**config.mk**
```make
export PLATFORM = sky130hd
export DESIGN_NAME = sig_loader_flat
export DESIGN_NICKNAME = d
export VERILOG_FILES = /design/src/rtl/sig_pkg.sv /design/src/rtl/sig_loader_if.sv /design/src/rtl/sig_sample_fifo.sv /design/src/rtl/sig_loader.sv /design/src/flat_wrapper.sv
export SDC_FILE = /design/constraint.sdc
export NUM_CORES = 1
export LEC_CHECK = 0
export CAP_MARGIN = 10
export CORE_MARGIN = 5
export CORE_UTILIZATION = 35
export CTS_BUF_LIST = sky130_fd_sc_hd__clkbuf_8 sky130_fd_sc_hd__clkbuf_16
export CTS_CLUSTER_SIZE = 28
export DETAILED_ROUTE_END_ITERATION = 10
export GPL_TIMING_DRIVEN = 0
export PLACE_DENSITY = 0.68
export SLEW_MARGIN = 20
export SYNTH_ARGS = -nofsm -noshare
export SYNTH_HDL_FRONTEND = slang
export SYNTH_SLANG_ARGS = --single-unit
```
**constraint.sdc**
```tcl
create_clock -name clk -period 4.19 [get_ports clk]
set_clock_uncertainty 0.2 [all_clocks]
set_input_delay 0.419 -clock clk [delete_from_list [all_inputs] [get_ports clk]]
set_output_delay 0.419 -clock clk [all_outputs]
set_load 0.01 [all_outputs]
```
**src/rtl/sig_pkg.sv**
```systemverilog
// rtl/sig_pkg.sv - shared types and constants for the signal loader/saver pair
package sig_pkg;

  localparam int SAMPLES_DEFAULT = 320;
  localparam int SAMPLE_W        = 16;

  typedef enum logic [2:0] {
    IDLE,
    FETCH,
    WAIT,
    DRAIN,
    DONE
  } state_t;

endpackage

```
**src/rtl/sig_loader_if.sv**
```systemverilog
// rtl/sig_loader_if.sv - DMA read port and profile sample stream of the signal loader
interface sig_loader_if;
  import sig_pkg::*;

  logic [31:0]         dma1_addr;
  logic                dma1_read;
  logic [31:0]         dma1_readdata;
  logic                dma1_rdy;
  logic [SAMPLE_W-1:0] profile_data;
  logic                profile_valid;
  logic                profile_rdy;

  // master is the loader; slave is the memory plus the sample consumer
  modport master (
    output dma1_addr, dma1_read, profile_data, profile_valid,
    input  dma1_readdata, dma1_rdy, profile_rdy
  );

  modport slave (
    input  dma1_addr, dma1_read, profile_data, profile_valid,
    output dma1_readdata, dma1_rdy, profile_rdy
  );

endinterface

```
**src/rtl/sig_sample_fifo.sv**
```systemverilog
// rtl/sig_sample_fifo.sv - sample FIFO with dual-entry push and single pop
module sig_sample_fifo
  import sig_pkg::*;
#(
  parameter  int DEPTH = 4,
  localparam int CW    = $clog2(DEPTH + 1),
  localparam int PW    = $clog2(DEPTH)
) (
  input  logic                clk,
  input  logic                rst,
  input  logic                push2,
  input  logic [31:0]         din,
  input  logic                pop,
  output logic [SAMPLE_W-1:0] dout,
  output logic [CW-1:0]       count,
  output logic                empty,
  output logic [CW-1:0]       free
);

  logic [SAMPLE_W-1:0] mem [DEPTH];
  logic [PW-1:0]       wr_ptr;
  logic [PW-1:0]       rd_ptr;
  logic [CW-1:0]       inc;
  logic [CW-1:0]       dec;

  assign inc   = push2 ? CW'(2) : '0;
  assign dec   = pop ? CW'(1) : '0;
  assign empty = (count == '0);
  assign free  = CW'(DEPTH) - count;
  assign dout  = empty ? '0 : mem[rd_ptr];

  // Pointers wrap naturally because DEPTH is a power of two.
  always_ff @(posedge clk) begin
    if (rst) begin
      wr_ptr <= '0;
      rd_ptr <= '0;
      count  <= '0;
    end else begin
      if (push2) wr_ptr <= wr_ptr + PW'(2);
      if (pop)   rd_ptr <= rd_ptr + PW'(1);
      count <= count + inc - dec;
    end
  end

  always_ff @(posedge clk) begin
    if (push2) begin
      mem[wr_ptr]          <= din[15:0];
      mem[wr_ptr + PW'(1)] <= din[31:16];
    end
  end

endmodule

```
**src/rtl/sig_loader.sv**
```systemverilog
// rtl/sig_loader.sv - DMA block reader that unpacks 32-bit words into a 16-bit sample stream
module sig_loader
  import sig_pkg::*;
#(
  parameter int SAMPLES    = SAMPLES_DEFAULT,
  parameter int FIFO_DEPTH = 4
) (
  input  logic         clk,
  input  logic         rst,
  input  logic         start,
  input  logic [31:0]  start_addr_read,
  sig_loader_if.master bus,
  output logic         busy,
  output logic         irq
);

  localparam int WORDS = SAMPLES / 2;
  localparam int WRW   = $clog2(WORDS + 1);
  localparam int CW    = $clog2(FIFO_DEPTH + 1);

  state_t              state;
  state_t              state_n;
  logic [31:0]         addr;
  logic [WRW-1:0]      words_req;

  logic                push2;
  logic                pop;
  logic                issue;
  logic                drain_empty;
  logic [CW-1:0]       fifo_count;
  logic [CW-1:0]       fifo_free;
  logic                fifo_empty;
  logic [SAMPLE_W-1:0] fifo_dout;

  sig_sample_fifo #(.DEPTH(FIFO_DEPTH)) u_fifo (
    .clk   (clk),
    .rst   (rst),
    .push2 (push2),
    .din   (bus.dma1_readdata),
    .pop   (pop),
    .dout  (fifo_dout),
    .count (fifo_count),
    .empty (fifo_empty),
    .free  (fifo_free)
  );

  // A read is only issued when the whole word is guaranteed a slot.
  assign issue = (state == FETCH) && (words_req < WRW'(WORDS)) && (fifo_free >= CW'(2));
  assign push2 = (state == WAIT) && bus.dma1_rdy;
  assign pop   = bus.profile_valid && bus.profile_rdy;

  // DONE must coincide with the first empty cycle, so look one pop ahead.
  assign drain_empty = fifo_empty || ((fifo_count == CW'(1)) && pop);

  always_ff @(posedge clk) begin
    if (rst) begin
      state     <= IDLE;
      addr      <= '0;
      words_req <= '0;
    end else begin
      state <= state_n;
      if (state == IDLE && start) begin
        addr      <= start_addr_read;
        words_req <= '0;
      end else if (issue) begin
        addr      <= addr + 32'd4;
        words_req <= words_req + WRW'(1);
      end
    end
  end

  always_comb begin
    state_n = state;
    case (state)
      IDLE:    if (start) state_n = FETCH;
      FETCH:   if (issue) state_n = WAIT;
      WAIT:    if (bus.dma1_rdy) state_n = (words_req == WRW'(WORDS)) ? DRAIN : FETCH;
      DRAIN:   if (drain_empty) state_n = DONE;
      DONE:    state_n = IDLE;
      default: state_n = IDLE;
    endcase
  end

  assign bus.dma1_read     = issue;
  assign bus.dma1_addr     = issue ? addr : 32'd0;
  assign bus.profile_data  = fifo_dout;
  assign bus.profile_valid = !fifo_empty;
  assign busy              = (state != IDLE);
  assign irq               = (state == DONE);

endmodule

```
**src/flat_wrapper.sv**
```systemverilog
// flat-port wrapper written by rule: the top's interface ports become plain ports
module sig_loader_flat import sig_pkg::*;
#(
  parameter int SAMPLES    = SAMPLES_DEFAULT,
  parameter int FIFO_DEPTH = 4
)
  (clk, rst, start, start_addr_read, busy, irq, bus_dma1_addr, bus_dma1_read, bus_profile_data, bus_profile_valid, bus_dma1_readdata, bus_dma1_rdy, bus_profile_rdy);
  sig_loader_if bus_i ();
  input  logic clk;
  input  logic rst;
  input  logic start;
  input  logic [31:0] start_addr_read;
  output logic busy;
  output logic irq;
  output wire logic [$bits(bus_i.dma1_addr)-1:0] bus_dma1_addr;
  output wire logic [$bits(bus_i.dma1_read)-1:0] bus_dma1_read;
  output wire logic [$bits(bus_i.profile_data)-1:0] bus_profile_data;
  output wire logic [$bits(bus_i.profile_valid)-1:0] bus_profile_valid;
  input wire logic [$bits(bus_i.dma1_readdata)-1:0] bus_dma1_readdata;
  input wire logic [$bits(bus_i.dma1_rdy)-1:0] bus_dma1_rdy;
  input wire logic [$bits(bus_i.profile_rdy)-1:0] bus_profile_rdy;
  assign bus_dma1_addr = bus_i.dma1_addr;
  assign bus_dma1_read = bus_i.dma1_read;
  assign bus_profile_data = bus_i.profile_data;
  assign bus_profile_valid = bus_i.profile_valid;
  assign bus_i.dma1_readdata = bus_dma1_readdata;
  assign bus_i.dma1_rdy = bus_dma1_rdy;
  assign bus_i.profile_rdy = bus_profile_rdy;
  sig_loader #(.SAMPLES(SAMPLES), .FIFO_DEPTH(FIFO_DEPTH)) u_core (.clk(clk), .rst(rst), .start(start), .start_addr_read(start_addr_read), .bus(bus_i), .busy(busy), .irq(irq));
endmodule
```
---- Yosys cells after proc, flatten, opt, wreduce, memory -nomap -nowiden ----
Memory sizes are Yosys's and may differ from the RTL's. A register that Yosys moved wholly into a read port is not among the register bits.
Cells that the tools add are included.
operators by class
  add/subtract/negate cells ............... 8
  multiply operators ...................... 0
  divide/modulo/power cells ............... 0
  order comparisons ....................... 2
  equal/unequal tests ..................... 10
  shift-type cells ........................ 0
  muxes and demuxes ....................... 16
  bitwise operators ....................... 0
  reductions and logical operators ........ 14
operators with widths
  operator                 number
  $mux W32                 3
  $add A32 B3 Y32 const B  1
  $mux W16                 1
  $mux W3                  4
  $pmux W3 S4              1
  $add A8 B1 Y8 const B    1
  $eq A8 B8 Y1 const B     1
  $lt A8 B8 Y1 const B     1
  $mux W2                  4
  $eq A3 B1 Y1 const B     2
  $eq A3 B2 Y1 const B     2
  $logic_and A1 B1 Y1      6
  $logic_not A3 Y1         2
  $add A2 B1 Y2 const B    2
  $ne A2 B1 Y1 const B     2
  $ne A2 B2 Y1 const B     2
  $reduce_and A4 Y1        1
  $add A3 B3 Y3            1
  $eq A3 B3 Y1 const B     1
  $ge A3 B2 Y1 const B     1
  $mux W1                  3
  $reduce_bool A3 Y1       1
  $sub A3 B1 Y3            1
  $sub A3 B3 Y3 const A    1
  5 further kinds          5
storage, ports and cells
  flip-flop bits (word level) ............. 50
  bits in latches ......................... 0
  RAM bits ................................ 64
  ROM bits ................................ 0
  input port bits ......................... 69
  memories ................................ 1
memories
  name               words  bits a word  read ports  clocked after memory_dff  wr ports  RTL line               RTL
  u_core.u_fifo.mem  4      16           1           1                         2         sig_sample_fifo.sv:20  logic [SAMPLE_W-1:0] mem [DEPTH];

---- Logic depth before layout (Yosys ltp) ----
  depth after elaboration ................. 7
  mapped depth ............................ 10
  depth with buffers taken out ............ 10

---- Modules after synthesis ----
A second synthesis with hierarchy kept.
unflattened totals
  cells, all modules ...................... 485
  area total of the unflattened synthesis .. 5429.0 sq um
by module, submodules not included
  module           times used  cells each  area an instance (sq um)  seq. area each (sq um)
  sig_sample_fifo  1           157         2782.7                    2082.0
  sig_loader       1           328         2646.3                    860.8

---- Worst setup path before layout ----
OpenSTA, ideal clock, no wires.
  path kind ............................... reg-to-reg
  start point ............................. register u_core.u_fifo.count[0]
  end point ............................... register u_core.addr[30]
  library setup time ...................... 0.091 ns
  arrival ................................. 2.513 ns
  path slack .............................. 1.386 ns
  stages on the path, launching flop included .. 10
  path buffers ............................ 1
  cells stage by stage .................... dfxtp_1 -> inv_1 -> ha_1 -> ha_1 -> or3b_2 -> nand4_1 -> or4_1 -> buf_2 -> or4_1 -> a311oi_1
on the way
  cells in the longest elaborated chain, start to end .. 4
ends and longest elaborated chain
  item                          RTL line               RTL
  from (decl)                   sig_sample_fifo.sv:15  output logic [CW-1:0] count,
  from (signal assigned)        sig_sample_fifo.sv:41  count <= count + inc - dec;
  $sub A3 B3 Y3                 sig_sample_fifo.sv:29  assign free = CW'(DEPTH) - count;
  $ge A3 B2 Y1                  sig_loader.sv:48       assign issue = (state == FETCH) && (words_req < WRW'(WORDS)) && (fifo_free >= CW'(2));
  $logic_and A1 B1 Y1           sig_loader.sv:48
  $reduce_bool A2 Y1 (no line)  --
  to (signal assigned)          sig_loader.sv:63       addr <= start_addr_read;
  to (signal assigned)          sig_loader.sv:66       addr <= addr + 32'd4;
  to (decl)                     sig_loader.sv:23       logic [31:0] addr;
No other way between the ends.
A chain may end at the register's enable or synchronous reset.

---- Worst setup path in the final report ----
  start point ............................. register u_core.u_fifo.count[0]
  end point ............................... output port bus_dma1_addr[20]
on the way
  cells in the longest elaborated chain, start to end .. 4
ends and longest elaborated chain
  item                 RTL line               RTL
  $sub A3 B3 Y3        sig_sample_fifo.sv:29
  $ge A3 B2 Y1         sig_loader.sv:48
  $logic_and A1 B1 Y1  sig_loader.sv:48
  $mux W32             sig_loader.sv:85       assign bus.dma1_addr = issue ? addr : 32'd0;
  to (decl)            flat_wrapper.sv:15     output wire logic [$bits(bus_i.dma1_addr)-1:0] bus_dma1_addr;
No other way between the ends.

==> impl_metrics.csv <==
group,metric,value,unit
worst_hold_path,hold_class,"flop to flop",
flow_run,maxCapViolations,0,
timing,final.setup.tns,0,ns
timing,fin_crit,3.91,ns
critical_path,worst-path-buf-inv,5,
synthesis,synthCells,457,
global_route,grt_pass1_wl,21400,µm
cts,path_clk_slew,0.06,ns
die,pin_count,121,
layout,final_nets,676,
die,die_w,132,µm
route,drt-initial-drc-count,228,
timing,max-slew-margin-rel,39.6,%
route,drcViolationCount,0,
route,wl_per_cell,16.4,µm
critical_path,path_class,"flop to output port",
route,drt_wl_total,13000,µm
route,dr.pass1.iters,5,
route,ant_nets,0,
placement,io_buffers,119,
critical_path,cp_slowest_stage_delay,0.49,ns
die,core,14600,µm²
timing,tightest_slew,0.907,ns
synthesis,synth-seq-area-share,56.1,%
cts,postCtsHoldBufs,0,
timing,fmax,256,MHz
synthesis,async_flop_share,0,%
pwr,power_density,562,nW/µm²
global_route,grt.overflow.total,0,
critical_path,r2r-end,"u_core.addr[30]$_SDFFE_PP0P_",
cts,clk_latency,0.41,ns
critical_path,r2r_setup_slack,1.09,ns
cts,clock_sinks,115,
critical_path,end_kind,"output port",
critical_path,cp_slowest_cell,"or3b_2",
die,die_h,132,µm
timing,drv_slew,0,
route,vias_per_cell,5.10,
synthesis,yosysWarnings,0,
critical_path,arrival,3.29,ns
die,dieArea,17500,µm²
synthesis,syn_avg_cell_area,11.5,µm²
worst_hold_path,hold_path_depth,2,
die,start_util,35.9,%
worst_hold_path,min-delay-start,"u_core.addr[0]$_SDFFE_PP0P_",
critical_path,cp.required,3.57,ns
timing,setup_viol,0,
cts,ctsHtreeMaxLevel,4,
cts,ctsRootBufferMaster,"clkbuf_16",
pwr,p_sw_share,29.7,%
cts,post_cts_buffers,0,
pwr,p_sw,1.22,mW
synthesis,syn_area,5240,µm²
route,num_vias,4043,
pwr,clockPowerShare,33.9,%
critical_path,worstReg2RegStart,"u_core.u_fifo.count[0]$_SDFF_PP0_",
layout,drive_above_1_share,9.85,%
cts,cts_buffers,17,
critical_path,start_kind,"flop",
global_route,antenna_found_initial,0,
pwr,ir_drop,299,µV
timing,finalHoldViolations,0,
placement,gp_congestion,0.849,
die,fp-row-count,44,
critical_path,timing.critical_path.cells,"inv_1 > ha_1 > ha_1 > or3b_2 > nand3_2 > inv_1 > clkbuf_2 > clkbuf_1 > and2_1 > clkdlybuf4s50_1",
synthesis,synth_seq_cells,115,
pwr,seqPwrFrac,35.0,%
cts,clockBufferDepth,2,
cts,cts_resized,1,
synthesis,synth_cell_types,40,
global_route,grt_max_degree,19,
placement,hpwl,9410,µm
layout,synthToLayoutAreaGrowth,39.5,%
critical_path,critical-path-top-delay-family,"buffers and inverters",
synthesis,synth_edf_count,64,
pwr,power.leakage,2.45,nW
worst_hold_path,min_to,"u_core.addr[0]$_SDFFE_PP0P_",
synthesis,syn-num-nets,536,
global_route,grt_usage,15.2,%
pwr,share_comb_of_total_power,31.2,%
critical_path,reg2reg_depth,9,
timing,period_share,93.3,%
run_status,status,"completed",
layout,diodes,0,
cts,cts_tree,"yes",
pwr,internal-power,2.89,mW
synthesis,synthFlopType,"edfxtp_1",
global_route,grt_pass1_vias,4224,
critical_path,critPathMaxFanout,10,
timing,hold_ws,0.287,ns
layout,n_fill_cell,1270,
timing,rsz0062_at_grt,"no",
[power by group through the flow]
| stage | registers [mW] | clock network (mW) | logic, mW |
|---|---|---|---|
| floorplan | 1.42 | 0 | 0.744 |
| global placement | 1.45 | 0 | 1.26 |
| detailed placement | 1.46 | 0 | 1.29 |
| CTS | 1.44 | 1.43 | 1.30 |
| global route | 1.46 | 1.47 | 1.42 |
| finish | 1.44 | 1.39 | 1.28 |
[final cells by class]
class                      instances  area, µm²  share of cell area (%)
sequential                       115       2940                    40.2
clock inverter                    14        149                    2.04
clock buffer                      17        425                    5.81
tap                              184        230                    3.15
multi-input combinational        301       2160                    29.6
inverter                          15       56.3                   0.770
buffer                            26        103                    1.40
timing repair buffer             121       1250                    17.0
[placed cells by master, fill, tap and decap left out, types with 3 or more instances in the layout]
cell type / netlist / routed
clkdlybuf4s50_1: 0 / 119
edfxtp_1: 64 / 64
nor2_1: 59 / 57
dfxtp_1: 51 / 51
and2_1: 43 / 43
xnor2_1: 23 / 23
nand2_1: 22 / 22
a211oi_1: 21 / 21
clkbuf_1: 21 / 20
inv_1: 15 / 18
clkbuf_16: 0 / 17
mux4_2: 16 / 16
nand4_1: 14 / 14
nor3_1: 14 / 14
ha_1: 10 / 10
xor2_1: 9 / 9
o21ai_0: 8 / 8
nand3_1: 9 / 8
a311oi_1: 8 / 8
nor4_1: 6 / 6
or3_1: 5 / 5
or4_1: 5 / 5
mux2i_1: 4 / 4
clkinv_2: 0 / 4
nor2b_1: 3 / 3
buf_2: 3 / 3
bufinv_16: 0 / 3
[synth_stat cells, drive strengths merged (6+ instances only)]
cell type  instances  area, µm²
nor3              14       70.1
inv               15       56.3
nand3              9       45.0
o21ai              8       40.0
nor4               6       37.5
clkbuf            21       78.8
or3                7       46.3
and2              44        277
nor2              59        221
a211oi            21        158
nand4             15        100
ha                10        125
xnor2             23        201
edfxtp            64       1920
dfxtp             51       1020
mux4              16        360
a311oi             8       70.1
nand2             22       82.6
xor2               9       78.8
[stage by stage]
step / cells / power [mW] / setup slack, ns / cell area [µm²] / utilization, %
after floorplan: 457 / 2.17 / 1.39 / 5240 / -
after global placement: 760 / 2.71 / 0.389 / 6670 / 45.7
after detailed placement: 762 / 2.75 / 0.404 / 6740 / 46.2
after CTS: 793 / 4.16 / 0.0972 / 7310 / 50.1
after global routing: 793 / 4.35 / 0.0541 / 7320 / 50.1
final: 793 / 4.11 / 0.283 / 7320 / 50.1
[worst register-to-register path, delay by kind of cell (launching register included)]
kind / cells / cell delay (ns)
AND/OR/NAND/NOR: 4 / 1.49
adder cells (fa/ha/maj): 2 / 0.47
flip-flops: 1 / 0.34
buffers and inverters: 2 / 0.27
AO/OA/AOI/OAI: 1 / 0.25
[routing by layer]
layer  global-route usage, %  wire length (µm)
met5                       0                 0
met2                    23.4              5850
met1                    19.8              5880
met3                    5.84              1070
met4                    5.09               179
[registers in the layout, indices dropped and copies added, names as in the netlist, named ones only]
name and count:
u_core.u_fifo.mem 64, u_core.u_fifo.wr_ptr 1, u_core.words_req 8, u_core.u_fifo.count 3, u_core.state 3, u_core.u_fifo.rd_ptr 2, u_core.addr 32
[kinds of logic (layout without fill, tap and decap cells)]
group	count (synthesis)	in the layout	synth area share [%]
simple gates	196	196	19.7
flops	115	115	56.1
compound gates	43	43	5.85
buf+inv	41	193	3.01
xor+xnor	32	32	5.34
mux	20	20	7.64
fa+ha+maj	10	10	2.39
[how the worst max path moves through the flow]
stage,endpoint,start,slack [ns],cells after the start
2_1_floorplan,u_core.addr[30]$_SDFFE_PP0P_,u_core.u_fifo.count[0]$_SDFF_PP0_,1.39,9
3_3_place_gp,u_core.u_fifo.mem[0][2]$_DFFE_PP_,bus_dma1_rdy,0.39,3
3_5_place_dp,bus_dma1_addr[19],u_core.u_fifo.count[0]$_SDFF_PP0_,0.40,10
4_1_cts,bus_dma1_addr[19],u_core.u_fifo.count[0]$_SDFF_PP0_,0.1,10
5_1_grt,bus_dma1_addr[7],u_core.u_fifo.count[1]$_SDFF_PP0_,0.05,10
6_report,bus_dma1_addr[20],u_core.u_fifo.count[0]$_SDFF_PP0_,0.28,10
(Power assumes the default switching activity.)
